## src/rtl/bf2_pkg.sv

```systemverilog
// bf2_pkg: shared mode type and arithmetic helpers for the BF2I butterfly bundle.
package bf2_pkg;
    typedef enum logic [1:0] {BF2_GROW, BF2_HALF, BF2_BYPASS, BF2_RSVD} bf2_mode_e;
    function automatic int bf2_ngroup(input int depth, input int offset);
        return depth / (2 * offset);
    endfunction
    // Round half up, then halve; callers widen first so the +1 cannot overflow.
    function automatic logic signed [31:0] bf2_scale(input logic signed [31:0] x);
        return (x + 32'sd1) >>> 1;
    endfunction
endpackage

```

## src/rtl/bf2_bundle_pipe_if.sv

```systemverilog
// bf2_bundle_pipe_if: input/output beat streams of the butterfly bundle with valid/ready handshakes.
interface bf2_bundle_pipe_if #(
    parameter int WIDTH = 9,
    parameter int DEPTH = 16
);
    import bf2_pkg::*;
    logic                    in_valid;
    logic                    in_ready;
    bf2_mode_e               in_mode;
    logic                    in_last;
    logic signed [WIDTH-1:0] din_R [DEPTH];
    logic signed [WIDTH-1:0] din_Q [DEPTH];
    logic                    out_valid;
    logic                    out_ready;
    logic                    out_last;
    logic signed [WIDTH:0]   dout_R [DEPTH];
    logic signed [WIDTH:0]   dout_Q [DEPTH];
    modport slave (
        input  in_valid, in_mode, in_last, din_R, din_Q, out_ready,
        output in_ready, out_valid, out_last, dout_R, dout_Q
    );
    modport master (
        output in_valid, in_mode, in_last, din_R, din_Q, out_ready,
        input  in_ready, out_valid, out_last, dout_R, dout_Q
    );
endinterface

```

## src/rtl/bf2_pair.sv

```systemverilog
// bf2_pair: one radix-2 butterfly, sum and difference at one bit of growth so it never wraps.
module bf2_pair #(
    parameter int WIDTH = 9
) (
    input  logic signed [WIDTH-1:0] a,
    input  logic signed [WIDTH-1:0] b,
    output logic signed [WIDTH:0]   s,
    output logic signed [WIDTH:0]   d
);
    assign s = {a[WIDTH-1], a} + {b[WIDTH-1], b};
    assign d = {a[WIDTH-1], a} - {b[WIDTH-1], b};
endmodule

```

## src/rtl/bf2_bundle_pipe.sv

```systemverilog
// bf2_bundle_pipe: DEPTH-lane BF2I butterfly bundle with a 2-stage stallable valid/ready pipeline.
module bf2_bundle_pipe
    import bf2_pkg::*;
#(
    parameter int WIDTH  = 9,
    parameter int DEPTH  = 16,
    parameter int OFFSET = 4
) (
    input logic              clk,
    input logic              rst,
    input logic              en,
    bf2_bundle_pipe_if.slave bus
);
    localparam int W1 = WIDTH + 1;
    localparam int NG = bf2_ngroup(DEPTH, OFFSET);
    if (OFFSET < 1 || (OFFSET & (OFFSET - 1)) != 0 || DEPTH % (2 * OFFSET) != 0) begin : g_bad_cfg
        $error("bf2_bundle_pipe: DEPTH must be a multiple of 2*OFFSET and OFFSET a power of two");
    end
    logic                 va, vb, adv_a, adv_b, byp, a_last, b_last;
    bf2_mode_e            a_mode;
    logic signed [W1-1:0] na_R [DEPTH];
    logic signed [W1-1:0] na_Q [DEPTH];
    logic signed [W1-1:0] a_R  [DEPTH];
    logic signed [W1-1:0] a_Q  [DEPTH];
    logic signed [W1-1:0] nb_R [DEPTH];
    logic signed [W1-1:0] nb_Q [DEPTH];
    logic signed [W1-1:0] b_R  [DEPTH];
    logic signed [W1-1:0] b_Q  [DEPTH];
    assign adv_b        = en && (!vb || bus.out_ready);
    assign adv_a        = en && (!va || adv_b);
    assign bus.in_ready = adv_a;
    assign byp          = bus.in_mode == BF2_BYPASS;
    for (genvar g = 0; g < NG; g++) begin : grp
        for (genvar i = 0; i < OFFSET; i++) begin : lane
            localparam int A = 2 * g * OFFSET + i;
            localparam int B = A + OFFSET;
            logic signed [W1-1:0] s_r, d_r, s_q, d_q;
            bf2_pair #(.WIDTH(WIDTH)) u_r (.a(bus.din_R[A]), .b(bus.din_R[B]), .s(s_r), .d(d_r));
            bf2_pair #(.WIDTH(WIDTH)) u_q (.a(bus.din_Q[A]), .b(bus.din_Q[B]), .s(s_q), .d(d_q));
            assign na_R[A] = byp ? W1'(bus.din_R[A]) : s_r;
            assign na_R[B] = byp ? W1'(bus.din_R[B]) : d_r;
            assign na_Q[A] = byp ? W1'(bus.din_Q[A]) : s_q;
            assign na_Q[B] = byp ? W1'(bus.din_Q[B]) : d_q;
        end
    end
    always_comb begin
        for (int k = 0; k < DEPTH; k++) begin
            nb_R[k] = (a_mode == BF2_HALF) ? W1'(bf2_scale(32'(a_R[k]))) : a_R[k];
            nb_Q[k] = (a_mode == BF2_HALF) ? W1'(bf2_scale(32'(a_Q[k]))) : a_Q[k];
        end
    end
    always_ff @(posedge clk) begin
        if (rst) begin
            va     <= 1'b0;
            vb     <= 1'b0;
            a_mode <= BF2_GROW;
            a_last <= 1'b0;
            b_last <= 1'b0;
            for (int k = 0; k < DEPTH; k++) begin
                a_R[k] <= '0;
                a_Q[k] <= '0;
                b_R[k] <= '0;
                b_Q[k] <= '0;
            end
        end else begin
            if (adv_a) begin
                va <= bus.in_valid;
                if (bus.in_valid) begin
                    a_mode <= bus.in_mode;
                    a_last <= bus.in_last;
                    a_R    <= na_R;
                    a_Q    <= na_Q;
                end
            end
            // A bubble clears the tag so out_last never lingers on an idle output.
            if (adv_b) begin
                vb     <= va;
                b_last <= va && a_last;
                if (va) begin
                    b_R <= nb_R;
                    b_Q <= nb_Q;
                end
            end
        end
    end
    assign bus.out_valid = vb;
    assign bus.out_last  = b_last;
    assign bus.dout_R    = b_R;
    assign bus.dout_Q    = b_Q;
endmodule

```

## src/flat_wrapper.sv

```systemverilog
// flat-port wrapper written by rule: the top's interface ports become plain ports
module bf2_bundle_pipe_flat import bf2_pkg::*;
#(
    parameter int WIDTH  = 9,
    parameter int DEPTH  = 16,
    parameter int OFFSET = 4
)
  (clk, rst, en, bus_in_valid, bus_in_mode, bus_in_last, bus_din_R, bus_din_Q, bus_out_ready, bus_in_ready, bus_out_valid, bus_out_last, bus_dout_R, bus_dout_Q);
  bf2_bundle_pipe_if #(.WIDTH(WIDTH), .DEPTH(DEPTH)) bus_i ();
  input logic clk;
  input logic rst;
  input logic en;
  input wire logic [$bits(bus_i.in_valid)-1:0] bus_in_valid;
  input wire logic [$bits(bus_i.in_mode)-1:0] bus_in_mode;
  input wire logic [$bits(bus_i.in_last)-1:0] bus_in_last;
  input wire logic [$bits(bus_i.din_R)-1:0] bus_din_R;
  input wire logic [$bits(bus_i.din_Q)-1:0] bus_din_Q;
  input wire logic [$bits(bus_i.out_ready)-1:0] bus_out_ready;
  output wire logic [$bits(bus_i.in_ready)-1:0] bus_in_ready;
  output wire logic [$bits(bus_i.out_valid)-1:0] bus_out_valid;
  output wire logic [$bits(bus_i.out_last)-1:0] bus_out_last;
  output wire logic [$bits(bus_i.dout_R)-1:0] bus_dout_R;
  output wire logic [$bits(bus_i.dout_Q)-1:0] bus_dout_Q;
  assign bus_i.in_valid = bus_in_valid;
  assign bus_i.in_mode = bus_in_mode;
  assign bus_i.in_last = bus_in_last;
  assign bus_i.din_R = {>>{bus_din_R}};
  assign bus_i.din_Q = {>>{bus_din_Q}};
  assign bus_i.out_ready = bus_out_ready;
  assign bus_in_ready = bus_i.in_ready;
  assign bus_out_valid = bus_i.out_valid;
  assign bus_out_last = bus_i.out_last;
  assign bus_dout_R = {>>{bus_i.dout_R}};
  assign bus_dout_Q = {>>{bus_i.dout_Q}};
  bf2_bundle_pipe #(.WIDTH(WIDTH), .DEPTH(DEPTH), .OFFSET(OFFSET)) u_core (.clk(clk), .rst(rst), .en(en), .bus(bus_i));
endmodule
```

## config.mk

```make
export PLATFORM = sky130hd
export DESIGN_NAME = bf2_bundle_pipe_flat
export DESIGN_NICKNAME = d
export VERILOG_FILES = /design/src/rtl/bf2_pkg.sv /design/src/rtl/bf2_bundle_pipe_if.sv /design/src/rtl/bf2_pair.sv /design/src/rtl/bf2_bundle_pipe.sv /design/src/flat_wrapper.sv
export SDC_FILE = /design/constraint.sdc
export NUM_CORES = 2
export LEC_CHECK = 0
export CAP_MARGIN = 15
export CORE_MARGIN = 5
export CORE_UTILIZATION = 60
export CTS_CLUSTER_DIAMETER = 40
export CTS_CLUSTER_SIZE = 25
export DETAILED_ROUTE_END_ITERATION = 12
export GPL_ROUTABILITY_DRIVEN = 0
export PLACE_DENSITY = 0.85
export SLEW_MARGIN = 30
export SYNTH_ARGS = -nofsm -noshare
export SYNTH_HDL_FRONTEND = slang
export SYNTH_HIERARCHICAL = 1
export SYNTH_SLANG_ARGS = --single-unit
```

## constraint.sdc

```tcl
create_clock -name clk -period 6.3 [get_ports clk]
set_input_delay 1.575 -clock clk [delete_from_list [all_inputs] [get_ports clk]]
set_output_delay 1.575 -clock clk [all_outputs]
set_load 0.1 [all_outputs]
```

# Word level (Yosys, flattened, before mapping)
# Cells that the tools add are included.
[word_totals]
ff_bits = 646
input_bits = 296
output_inout_bits = 323
word_cells = 208
[classes]
n_addsub = 64
n_eq_ne = 2
n_mux = 64
n_reduce_logical = 9
[op_table]
columns = ["cell", "n"]
rows = [
  ["10-bit 2-to-1 mux", 64],
  ["10-bit by 2-bit adder with 11-bit output, second input constant", 32],
  ["9-bit by 9-bit adder with 10-bit output", 16],
  ["9-bit by 9-bit subtractor with 10-bit output", 16],
  ["2-bit AND reduction", 2],
  ["1-bit logical AND", 3],
  ["2-bit by 1-bit equality test with 1-bit output, second input constant", 1],
  ["2-bit equality test, second input constant", 1],
  ["1-bit logical NOT", 2],
  ["1-bit logical OR", 2],
]

# Longest topological paths before layout
[logic_depth]
ltp_word = 6
mapped_depth = 11
depth_no_buf = 11

# Hierarchy
# Netlist, hierarchy kept.
[by_module_without_submodules]
columns = ["mod", "instances", "cells_per_inst", "area_per_inst_um2", "seq_area_each_um2"]
rows = [
  ["bf2_bundle_pipe", 1, 4354, 33369.5, 12932.4],
  ["bf2_pair at u_core.grp[0].lane[0].u_q ...", 9, 109, 780.7, 0.0],
  ["bf2_pair at u_core.grp[1].lane[0].u_r ...", 7, 113, 853.3, 0.0],
]

# Least setup slack after synthesis
# No wires, ideal clock.
[synth_timing]
kind = "input to output"
startpoint = "in bus_out_ready"
endpoint = "out bus_in_ready"
arrival_ns = 4.231
required_ns = 4.725
slack_ns = 0.494
cell_stages = 5
path_buffers = 3
cell_sequence = "nor2b_4 > buf_6 > buf_6 > clkbuf_1 > a21boi_0"
[synth_between]
elab_chain_cells = 4
[synth_rtl]
columns = ["item", "line", "rtl"]
rows = [
  ["from (decl)", "flat_wrapper.sv:18", "input wire logic [$bits(bus_i.out_ready)-1:0] bus_out_ready;"],
  ["1-bit logical OR", "bf2_bundle_pipe.sv:29", "assign adv_b = en && (!vb || bus.out_ready);"],
  ["1-bit logical AND", "bf2_bundle_pipe.sv:29", ""],
  ["1-bit logical OR", "bf2_bundle_pipe.sv:30", "assign adv_a = en && (!va || adv_b);"],
  ["1-bit logical AND", "bf2_bundle_pipe.sv:30", ""],
  ["to (decl)", "flat_wrapper.sv:19", "output wire logic [$bits(bus_i.in_ready)-1:0] bus_in_ready;"],
]
# No other way between the ends.

# Final worst setup path
[layout_timing]
startpoint = "in en"
endpoint = "out bus_in_ready"
[layout_between]
elab_chain_cells = 3
[layout_rtl]
columns = ["item", "line", "rtl"]
rows = [
  ["from (decl)", "flat_wrapper.sv:12", "input logic en;"],
  ["1-bit logical AND", "bf2_bundle_pipe.sv:29", ""],
  ["1-bit logical OR", "bf2_bundle_pipe.sv:30", ""],
  ["1-bit logical AND (*)", "bf2_bundle_pipe.sv:30", ""],
]
# Every way passes the cells marked *; elsewhere a longest branch is shown, timed or not.

==> out/qor.csv <==
metric,value,unit
cts.sinks,646,
cts_max_level,3,
post-place-cells,7306,
cts_tree,built,
crit_family,buffers and inverters,
critical_path.endpoint_type,output port,
yosys.area.top_type_share,0.279,
startpoint_type,input pin,
grt-ovfl-total,0,
clk_latency,0.68,ns
die_w,288,um
port_buffers,618,
grt_pass1_vias,46200,
wl_per_cell,21.6,um
netlist_top_cells_count,"nand2_1 (1075), dfxtp_1 (646), nor2_1 (619), a311oi_1 (371), a21oi_1 (331)",
ys_seq_elements,646,
hpwl,110,mm
hold_class,register to register,
required,4.72,ns
yosysTopAreaCell,dfxtp_1,
antenna_found_initial,9,
syn_avg_cell_area,7.57,um2
async_flop_share,0,
cellLeakagePower,20.6,nW
die_area,82900,um2
syn-num-nets,6774,
crit_chain,clkdlybuf4s50_1 > a21boi_0 > buf_4,
hold_violations,0,
dp_slack,1.66,ns
power.density,252,nW/um2
drc,0,
drt_first_pass_iters,6,
maxCapViolCount,0,
routed_wl,162,mm
cts_inserted_buffers,108,
track_usage,0.368,
cpPeakStageDelay,0.60,ns
clk_pin_slew_worst_paths,0.05,ns
syn2layout_area_growth,20.4,%
clockBufferDepth,3,
synth_area_leaders,"dfxtp_1 (28%), nand2_1 (8.7%), ha_1 (8.6%)",
post_drt_via_cell_ratio,6.58,
fmax,0.225,GHz
ys_seq_area_frac,0.279,
tns,0,ns
finalSetupViolations,0,
critPathKind,input pin to output port,
drt_iter0_drc,5441,
fin_nets,7024,
syn_area,46400,um2
layout-drive-gt1-share,0.0543,
synth_edf_count,0,
yosysMostFrequentCell,nand2_1,
post-route-period-util,0.707,
instances_no_fill,7520,
cts_root_buf,clkbuf_16,
slowest_stage,clkdlybuf4s50_1,
slew_headroom,0.242,
ioPinCount,619,
grt_pass1_wl,250,mm
vias,49500,
cts.repair.resized,0,
cp_data_arrival_time,2.88,ns
cp_max_fo,6,
cp_num_buf_inv,2,
syn_inst,6126,
final.setup_skew,0.0363,ns
cts_setup_buffers,0,
peakVddDrop,211,uV
worst_slack,1.85,ns
initial_utilization,0.602,
synth_cell_types,76,
postCtsHoldBufs,0,
rows,102,
ys.flop_type,dfxtp_1,
status,completed,
coreArea,77100,um2
die_h,288,um
drtAntennaViolNets,0,
finalCriticalPeriod,4.45,ns
grt_max_degree,206,
synth_warnings,6,
slew_viol_final,0,
rsz0062_at_grt,false,
worst_pin_slew,1.14,ns
[power breakdown]
| part | switching, mW | internal, mW |
|---|---|---|
| clock | 2.32 | 4.00 |
| combinational | 1.94 | 1.14 |
| sequential | 0.364 | 4.30 |
[flip-flops by register name, indices dropped and copies added, names as in the netlist]
register	flops
u_core/bus.out_valid	1
u_core/a_Q	160
u_core/a_last	1
u_core/a_mode	2
u_core/bus.out_last	1
u_core/bus.dout_Q	160
u_core/a_R	160
u_core/bus.dout_R	160
u_core/va	1
[cells in the final DEF (no fill, tap or decap), types with 33 or more instances in the layout]
master / synthesis / final
nand4_1: 131 / 131
nand3_1: 126 / 126
a21oi_1: 331 / 330
o21bai_1: 36 / 36
clkdlybuf4s50_1: 0 / 585
xor2_1: 69 / 69
nor4_1: 33 / 33
a211oi_1: 90 / 90
inv_1: 304 / 304
nor2_1: 619 / 619
a32oi_1: 61 / 61
o21ai_0: 229 / 229
xnor2_1: 147 / 147
and2_1: 35 / 34
or4_1: 36 / 36
o211ai_1: 80 / 80
clkbuf_16: 0 / 110
a21o_1: 46 / 46
a31oi_1: 71 / 71
nand2b_1: 57 / 54
a311oi_1: 371 / 371
a2111oi_0: 33 / 33
nand2_1: 1075 / 1075
ha_1: 320 / 320
nor3_1: 76 / 76
dfxtp_1: 646 / 644
[worst paths after layout]
kind / cells after the start / from / to / slack [ns]
worst max-delay path: 3 / en / bus_in_ready / 1.85
worst min-delay path: 2 / u_core/bus.dout_R[121] / u_core/bus.dout_R[121] / 0.45
worst max register to register: 6 / u_core/a_mode[1] / u_core/bus.dout_R[128] / 2.68
worst min register to register: 2 / u_core/bus.dout_R[121] / u_core/bus.dout_R[121] / 0.45
[worst min-delay path: cells and delay by family, from the launching register on]
kind	cells	cell delay [ns]
DFF	1	0.30
AOI/OAI and AO/OA	1	0.05
and+or+nand+nor	1	0.05
[final cells by class]
cell class	instances	area, um2
timing repair buffer	661	6590
tap	1040	1300
multi-input combinational	4655	29900
clock buffer	120	2840
clock inverter	83	1080
antenna	11	27.5
sequential	646	12900
fill	5951	21200
inverter	304	1140
[cells by family (layout without fill, tap and decap cells)]
group | Yosys count | in the layout | share of synthesized area
other | 0 | 11 | 0
muxes | 30 | 30 | 0.00696
xor gates and xnor gates | 216 | 216 | 0.0408
AOI/OAI and AO/OA | 1660 | 1660 | 0.260
buffers and inverters | 825 | 1168 | 0.0771
DFF | 646 | 646 | 0.279
and+or+nand+nor | 2397 | 2397 | 0.236
adders and majority gates | 352 | 352 | 0.100
[layer usage]
layer | global-route usage | wire (um) | vias up | share of wire
met5 | 0 | 27 | - | 0.00017
met4 | 0.237 | 11300 | 4 | 0.070
met2 | 0.577 | 71500 | 3019 | 0.44
li1 | - | - | 22700 | -
met3 | 0.0838 | 17700 | 631 | 0.11
met1 | 0.456 | 61600 | 23200 | 0.38
[metrics by stage]
step	power, mW	hold slack [ns]	util	instance area [um2]
4_1_cts	14.0	0.451	0.724	55800
3_3_place_gp	7.64	0.435	0.675	52000
6_report	14.1	0.451	0.725	55800
3_5_place_dp	7.72	0.441	0.673	51900
5_1_grt	14.6	0.467	0.724	55800
2_1_floorplan	6.85	0.437	-	46400
Power figures use the tool's default switching activity.
